<file path="src/rtl/mfdfa_chunk_sched.sv">
`default_nettype none
// mfdfa_chunk_sched: sizes N_CH chunkings of one series with a shared restoring divider,
// streams per-channel chunk descriptors and accumulates the returned per-chunk results.
module mfdfa_chunk_sched #(
   parameter int N_CH  = 3,
   parameter int W     = 32,
   parameter int ACC_W = 64
) (
   input  logic                  clk,
   input  logic                  rst_n,
   input  logic                  start,
   input  logic [W-1:0]          n_samples,
   input  logic [N_CH*W-1:0]     n_chunks,
   output logic                  busy,
   output logic                  done,
   output logic                  err,
   output logic [N_CH-1:0]       desc_valid,
   input  logic [N_CH-1:0]       desc_ready,
   output logic [N_CH*W-1:0]     desc_si,
   output logic [N_CH*W-1:0]     desc_ei,
   output logic [N_CH*W-1:0]     desc_id,
   output logic [N_CH*W-1:0]     chunk_size,
   input  logic [N_CH-1:0]       res_valid,
   input  logic [N_CH*W-1:0]     res_data,
   output logic [N_CH*ACC_W-1:0] res_sum,
   output logic [N_CH*W-1:0]     res_cnt,
   output logic                  res_ovf
);
   localparam int CW  = (W > 1) ? $clog2(W) : 1;
   localparam int CHW = (N_CH > 1) ? $clog2(N_CH) : 1;

   typedef enum logic [2:0] {
      S_IDLE     = 3'd0,
      S_CHECK    = 3'd1,
      S_DIV      = 3'd2,
      S_DISPATCH = 3'd3,
      S_DONE     = 3'd4
   } state_t;

   state_t          state, state_nx;
   logic [W-1:0]    ns_q;
   logic [W-1:0]    nch_q [N_CH];
   logic            err_q, ovf_q;
   logic [CW-1:0]   div_cnt;
   logic [CHW-1:0]  div_ch;
   logic [W-1:0]    quo_q, rem_q;

   logic [W:0]      rem_sh, div_ext;
   logic            div_ge, div_step_last, div_last;
   logic [W-1:0]    quo_nx, rem_nx;
   logic            cfg_bad, all_done;
   logic [N_CH-1:0] issued_vec, ovf_hit;

   // One restoring-division step per cycle on the channel currently selected by div_ch.
   always_comb begin
      div_ext       = {1'b0, nch_q[div_ch]};
      rem_sh        = {rem_q, quo_q[W-1]};
      div_ge        = (rem_sh >= div_ext);
      rem_nx        = div_ge ? W'(rem_sh - div_ext) : rem_sh[W-1:0];
      quo_nx        = {quo_q[W-2:0], div_ge};
      div_step_last = (div_cnt == CW'(W-1));
      div_last      = div_step_last && (div_ch == CHW'(N_CH-1));
   end

   always_comb begin
      cfg_bad  = 1'b0;
      all_done = 1'b1;
      for (int c = 0; c < N_CH; c++) begin
         if ((nch_q[c] == '0) || (nch_q[c] > ns_q))
            cfg_bad = 1'b1;
         if (!issued_vec[c] || (res_cnt[c*W +: W] != nch_q[c]))
            all_done = 1'b0;
      end
   end

   always_comb begin
      state_nx = state;
      case (state)
         S_IDLE:     if (start) state_nx = S_CHECK;
         S_CHECK:    state_nx = cfg_bad ? S_DONE : S_DIV;
         S_DIV:      if (div_last) state_nx = S_DISPATCH;
         S_DISPATCH: if (all_done) state_nx = S_DONE;
         S_DONE:     state_nx = S_IDLE;
         default:    state_nx = S_IDLE;
      endcase
   end

   always_ff @(posedge clk or negedge rst_n) begin
      if (!rst_n) state <= S_IDLE;
      else        state <= state_nx;
   end

   always_ff @(posedge clk or negedge rst_n) begin
      if (!rst_n) begin
         ns_q    <= '0;
         err_q   <= 1'b0;
         ovf_q   <= 1'b0;
         div_cnt <= '0;
         div_ch  <= '0;
         quo_q   <= '0;
         rem_q   <= '0;
         for (int c = 0; c < N_CH; c++) nch_q[c] <= '0;
      end else begin
         case (state)
            S_IDLE: if (start) begin
               ns_q  <= n_samples;
               err_q <= 1'b0;
               ovf_q <= 1'b0;
               for (int c = 0; c < N_CH; c++) nch_q[c] <= n_chunks[c*W +: W];
            end
            S_CHECK: begin
               if (cfg_bad) err_q <= 1'b1;
               div_cnt <= '0;
               div_ch  <= '0;
               quo_q   <= ns_q;
               rem_q   <= '0;
            end
            S_DIV: begin
               if (div_step_last) begin
                  div_cnt <= '0;
                  div_ch  <= div_ch + CHW'(1);
                  quo_q   <= ns_q;
                  rem_q   <= '0;
               end else begin
                  div_cnt <= div_cnt + CW'(1);
                  quo_q   <= quo_nx;
                  rem_q   <= rem_nx;
               end
            end
            S_DISPATCH: if (|ovf_hit) ovf_q <= 1'b1;
            default: ;
         endcase
      end
   end

   for (genvar c = 0; c < N_CH; c++) begin : g_ch
      logic [W-1:0]     size, si, ei, id, cnt;
      logic [ACC_W-1:0] sum;
      logic             issued, xfer, res_ok;

      assign xfer          = desc_valid[c] & desc_ready[c];
      assign res_ok        = (cnt < nch_q[c]);
      assign ovf_hit[c]    = (state == S_DISPATCH) && res_valid[c] && !res_ok;
      assign issued_vec[c] = issued;

      always_ff @(posedge clk or negedge rst_n) begin
         if (!rst_n) begin
            size   <= '0;
            si     <= '0;
            ei     <= '0;
            id     <= '0;
            cnt    <= '0;
            sum    <= '0;
            issued <= 1'b0;
         end else if ((state == S_IDLE) && start) begin
            size   <= '0;
            cnt    <= '0;
            sum    <= '0;
            issued <= 1'b0;
         end else if ((state == S_DIV) && div_step_last && (div_ch == CHW'(c))) begin
            size <= quo_nx;
            si   <= '0;
            ei   <= quo_nx - W'(1);
            id   <= '0;
         end else if (state == S_DISPATCH) begin
            // Payload only advances on a handshake, so it stays put while stalled.
            if (xfer) begin
               si <= si + size;
               ei <= ei + size;
               id <= id + W'(1);
               if (id == nch_q[c] - W'(1)) issued <= 1'b1;
            end
            if (res_valid[c] && res_ok) begin
               sum <= sum + ACC_W'(res_data[c*W +: W]);
               cnt <= cnt + W'(1);
            end
         end
      end

      assign desc_valid[c]             = (state == S_DISPATCH) && !issued;
      assign desc_si[c*W +: W]         = si;
      assign desc_ei[c*W +: W]         = ei;
      assign desc_id[c*W +: W]         = id;
      assign chunk_size[c*W +: W]      = size;
      assign res_sum[c*ACC_W +: ACC_W] = sum;
      assign res_cnt[c*W +: W]         = cnt;
   end

   assign busy    = (state != S_IDLE);
   assign done    = (state == S_DONE);
   assign err     = err_q;
   assign res_ovf = ovf_q;

endmodule
`default_nettype wire

</file>
<file path="config.mk">
export PLATFORM = sky130hd
export DESIGN_NAME = mfdfa_chunk_sched
export DESIGN_NICKNAME = d
export VERILOG_FILES = /design/src/rtl/mfdfa_chunk_sched.sv
export SDC_FILE = /design/constraint.sdc
export NUM_CORES = 2
export LEC_CHECK = 0
export ABC_CLOCK_PERIOD_IN_PS = 5400
export CAP_MARGIN = 10
export CORE_ASPECT_RATIO = 0.9
export CORE_MARGIN = 5
export CORE_UTILIZATION = 43
export CTS_CLUSTER_DIAMETER = 30
export DETAILED_ROUTE_END_ITERATION = 8
export GPL_ROUTABILITY_DRIVEN = 0
export PLACE_DENSITY = 0.74
export SYNTH_ARGS = -nofsm -noshare
export SYNTH_HDL_FRONTEND = slang
export SYNTH_SLANG_ARGS = --single-unit
</file>
<file path="constraint.sdc">
create_clock -name clk -period 5.4 [get_ports clk]
set_clock_uncertainty 0.05 [all_clocks]
set_input_delay 1.08 -clock clk [delete_from_list [all_inputs] [get_ports clk]]
set_output_delay 1.08 -clock clk [all_outputs]
set_load 0.03 [all_outputs]
</file>
# == Word level (Yosys, flattened, before mapping) ==
# Index checks and enable logic that the tools add are counted.
# word_totals
register_bits,879
latch_bits,0
ram_bits,0
rom_bits,0
in_bits,233
memories,0
# op_classes
add_sub_neg,22
multipliers,0
div_mod_pow,0
magnitude_cmp,8
eq_ne,22
shifts,0
mux,100
bitwise,5
reduce_logical,73
# ops
cell,n
2-to-1 mux 32 bit,50
2-to-1 mux 64 bit,12
"adder 32 x 1 -> 32 bit, second input constant",6
adder 32 bit,6
adder 64 x 32 -> 64 bit,3
one-hot mux 32 bit (2 select lines),2
"subtractor 32 x 1 -> 32 bit, second input constant",4
== test 32 bit,3
greater-than comparator 32 bit,3
logical NOT 32 bit,3
< comparator 32 bit,3
inequality test 32 bit,3
binary-select mux 32 bit (select 2 bit),1
nonzero test 2 bit,22
>= comparator 33 x 32 -> 1 bit,1
subtractor 32 bit,1
AND reduction 3 bit,9
2-to-1 mux 1 bit,24
logical AND 1 bit,18
"inequality test 2 bit, second input constant",8
2-to-1 mux 3 bit,4
one-hot mux 3 bit (4 select lines),1
AND reduction 4 bit,3
one-hot mux 5 bit (2 select lines),1
24 further kinds,39

# == Logic depth before layout (Yosys ltp) ==
# logic_depth
ltp_word,8
depth_mapped,23
depth_no_buf,21

# == Least setup slack after synthesis ==
# No wires, ideal clock.
# synth_path
path_kind,reg-to-reg
startpoint,register div_ch[1]
endpoint,register g_ch[1].ei[30]
setup_time_ns,0.124
arrival_time_ns,5.064
setup_slack_ns,0.162
stages_incl_launch_ff,24
path_buffers,3
cell_sequence,dfrtp_1 -> clkbuf_1 -> clkbuf_1 -> mux2i_1 -> nor2_1 -> a21oi_1 -> ha_1 -> a21oi_1 -> o21ai_1 -> a21o_1 -> a21oi_1 -> o21ai_0 -> or3b_2 -> o21ai_1 -> o21ai_1 -> inv_2 -> clkbuf_1 -> ha_1 -> nand3_1 -> nor2_1 -> nand2_1 -> xor2_1 -> o221ai_1 -> a211o_1
# synth_via
elab_chain_cells,7
# synth_lines
item,line,rtl
"start, declared",45,logic [CHW-1:0] div_ch;
"start signal, assigned",121,div_ch <= div_ch + CHW'(1);
inverter 2 -> 3 bit (implied by the code),56,"div_ext = {1'b0, nch_q[div_ch]};"
binary-select mux 32 bit (select 2 bit),56,
2-to-1 mux 32 bit (implied by the code) (2 in a row),56,
>= comparator 33 x 32 -> 1 bit,58,div_ge = (rem_sh >= div_ext);
subtractor 32 x 1 -> 32 bit,163,ei <= quo_nx - W'(1);
2-to-1 mux 32 bit,160,end else if ((state == S_DIV) && div_step_last && (div_ch == CHW'(c))) begin
"end signal, assigned",163,
"end signal, assigned",169,ei <= ei + size;
"end, declared",137,"logic [W-1:0] size, si, ei, id, cnt;"
# Parallel ways exist; a longest one is shown, timed or not. The select of a mux whose other input is x is not followed.
# A chain may end at the register's enable or synchronous reset.

# == Worst setup path in the final report ==
# layout_path
startpoint,register div_ch[1]
endpoint,register g_ch[1].ei[21]
# Same word-level chain as after synthesis.

==> impl_metrics.toml <==
[critical_path]
critical_path_class = "flip-flop to flip-flop"
reg2reg_depth = 18
critical_path.startpoint_type = "flip-flop"
crit_arrival_ns = 5.69
path_max_fanout = 11
crit_start = "div_ch[1]"
crit_end = "g_ch[1].ei[21]"
path_cells = "buf_4, mux2i_1, nor2_1, a21oi_1, ha_1, nor2b_1, o21ai_0, a21boi_0, o21ai_0, a211o_1, a21boi_0, o21ai_1, o21ai_2, inv_2, nand3_1, nor2_1, xnor2_1, a21oi_1"
critical-path-top-delay-family = "compound AO/OA/AOI/OAI gates"
r2r_setup_slack_ns = 0.28
cpMaxStageDelayCell = "xnor2_1"
critPathCaptureType = "flip-flop"
path_buf_inv = 2
rr_startpoint = "div_ch[1]"
critPathRequiredTime_ns = 5.97
worst-path-stages = 18
max_stage_delay_ns = 0.90
reg2reg_to = "g_ch[1].ei[21]"

[floorplan]
floorplan.initialDensity_pct = 43.2
io_pins = 912
dieArea_mm2 = 0.147
core_mm2 = 0.139
die_y_um = 364
rows = 130
die_width_um = 404

[global_route]
grt_use_met2_pct = 51.9
grtUsageTotal_pct = 33.3
grt_most_used_layer = "met2"
gr-usage-met3_pct = 11.7
grt_pass1_wl_mm = 375
antenna_found_initial = 53
grt_pass1_vias = 58000
overflow = 0
met1_usage_pct = 40.0
grt_max_degree = 119

[yosys]
synth_cells = 6884
synth_top_area_share_pct = 36.7
async_reset_ff_share_pct = 100
synth_edf_count = 0
ys_seq_area_share_pct = 36.7
synth_top_cell_by_area = "dfrtp_1"
yosys_warnings = 0
synth_area_mm2 = 0.0600
ys_dominant_reg_cell = "dfrtp_1"
synthDistinctLibCells = 86
avgSynthCellArea_um2 = 8.72
synth_seq_cells = 879
synth.area.top_cells = "dfrtp_1 (37%), ha_1 (11%), o21ai_0 (5.0%)"
synth_fp_nets = 7650

[clock_tree]
clkLatencyLatePin_ns = 0.84
hold_buffers = 0
cts_tree = "done"
cts_max_path_buffers = 3
cts_made_buffers = 229
postCtsSetupBuffers = 0
clock_sinks = 879
post_cts_resized = 0
path_clk_slew_ns = 0.05
cts_max_level = 4
cts-root-buf = "clkbuf_16"

[routing]
drt_wl_total_mm = 255
drc_errors = 0
postRouteAntennaNets = 0
drtIter0Drc = 6294
viasPerCell = 6.02
wire_per_inst_um = 25.7
drtPass1Iterations = 8
num_vias = 59700

[pwr]
power_leakage_nw = 36.5
cellPowerDensity_mw_per_mm2 = 468
vdd_ir_drop_max_mv = 0.315

[placed_design]
dp_hpwl_mm = 195
pre_cts_ws_ns = 0.106
io_buffers = 911

[sta]
fin_crit_ns = 5.12
rsz0062_at_grt = "false"
period_share_pct = 94.8
report.final.hold_viol_count = 0
worst_pin_slew_ns = 1.22
slew_headroom_pct = 17.9
finalWorstSetupSlack_ns = 0.281
setup_viol = 0
setup_tns_ns = 0
maxSlewViolCount = 0
fmax_mhz = 195

[job]
maxCapViolCount = 0

[final_layout]
drive_gt1_share_pct = 7.43
fin_nets = 8607
syn_to_final_growth_pct = 33.3

[min_path]
hold_class = "primary input to async pin"

[outcome]
outcome = "complete, no violations"
[through the flow]
| stage | hold slack [ns] | cells | power (mW) | instance area [um^2] | utilization [%] |
|---|---|---|---|---|---|
| after global placement | 0.406 | 9458 | 21.6 | 71400 | 51.3 |
| after CTS | 0.356 | 9888 | 37.2 | 79900 | 57.5 |
| final | 0.305 | 9923 | 37.5 | 80000 | 57.5 |
| after global routing | 0.377 | 9902 | 39.0 | 80000 | 57.5 |
| after floorplan | 0.393 | 6884 | 16.6 | 60000 | - |
| after detailed placement | 0.409 | 9458 | 22.0 | 71400 | 51.3 |
[worst min path at each step]
stage	start	endpoint	slack, ns	cells after the start
after floorplan	div_cnt[3]	div_cnt[3]	0.39	1
after global placement	ns_q[19]	quo_q[19]	0.41	2
after detailed placement	ns_q[4]	quo_q[4]	0.41	2
after CTS	rst_n	g_ch[1].si[10]	0.36	1
after global routing	rst_n	g_ch[1].size[17]	0.38	1
final	rst_n	g_ch[1].size[17]	0.31	1
[flip-flops by register name (all words and copies together), names as in the netlist, 3 cells and up]
| register | flops |
|---|---|
| g_ch.issued | 3 |
| ns_q | 32 |
| g_ch.size | 96 |
| g_ch.cnt | 96 |
| quo_q | 32 |
| nch_q | 96 |
| g_ch.sum | 192 |
| rem_q | 32 |
| g_ch.id | 96 |
| state | 3 |
| div_cnt | 5 |
| g_ch.ei | 96 |
| g_ch.si | 96 |
[cell type report]
class                      instances  area [um^2]
tap                             1848         2310
fill                           12000        59100
inverter                         252          946
multi-input combinational       5458        36100
sequential                       879        22000
clock buffer                     275         6200
timing repair buffer            1021        10000
antenna                           35         87.6
clock inverter                   155         2350
[cell families (layout without fill, tap and decap cells)]
group,count (synthesis),after routing,synth area share (%)
muxes,73,73,1.22
xor gates and xnor gates,630,630,9.19
other,0,35,0
AOI/OAI and AO/OA,1879,1879,19.7
and+or+nand+nor,2343,2343,18.5
adders and majority gates,533,533,11.2
buffers and inverters,547,1703,3.47
DFF,879,879,36.7
[Yosys cell counts (16+ instances only)]
cell type / count
a211o_1: 19
a211oi_1: 55
a21boi_0: 18
a21o_1: 216
a21oi_1: 444
a221oi_1: 16
a22o_1: 96
a22oi_1: 50
a31o_2: 17
a31oi_1: 44
and2_1: 34
and3_1: 116
and4_1: 22
buf_1: 21
clkbuf_1: 264
dfrtp_1: 879
ha_1: 523
inv_1: 250
mux2i_1: 72
nand2_1: 663
nand2b_1: 64
nand3_1: 329
nand4_1: 121
nor2_1: 612
nor2b_1: 80
nor3_1: 127
nor4_1: 38
o211ai_1: 32
o21a_1: 64
o21ai_0: 598
o21bai_1: 41
o31ai_1: 26
or3_1: 66
xnor2_1: 307
xor2_1: 323
[metal layers]
| metal | vias to the layer above | share of wire (%) |
|---|---|---|
| met5 | - | 0.089 |
| met4 | 34 | 6.7 |
| met3 | 794 | 12 |
| met2 | 3485 | 44 |
| met1 | 28700 | 37 |
| li1 | 26800 | - |
[cells in the final DEF, fill, tap and decap left out, types with 50 or more instances in the layout]
cell type / instances
clkbuf_16: 231
a21o_1: 216
nand2_1: 660
nand3_1: 324
nand4_1: 121
nand2b_1: 64
or3_1: 66
o21a_1: 64
dfrtp_1: 878
a21oi_1: 443
and3_1: 112
bufinv_16: 50
a211oi_1: 55
a22oi_1: 50
xnor2_1: 307
buf_4: 102
clkdlybuf4s50_1: 910
mux2i_1: 72
a22o_1: 96
xor2_1: 322
ha_1: 523
inv_1: 250
nor3_1: 126
nor2b_1: 80
o21ai_0: 598
nor2_1: 605
[where the power goes]
part           switching [mW]  total, mW  internal [mW]
clock                    4.53       15.0           10.5
combinational            7.88       12.5           4.61
sequential               2.32       9.94           7.62
total                    14.7       37.5           22.7
No activity file was read; power rests on OpenSTA's default activity.
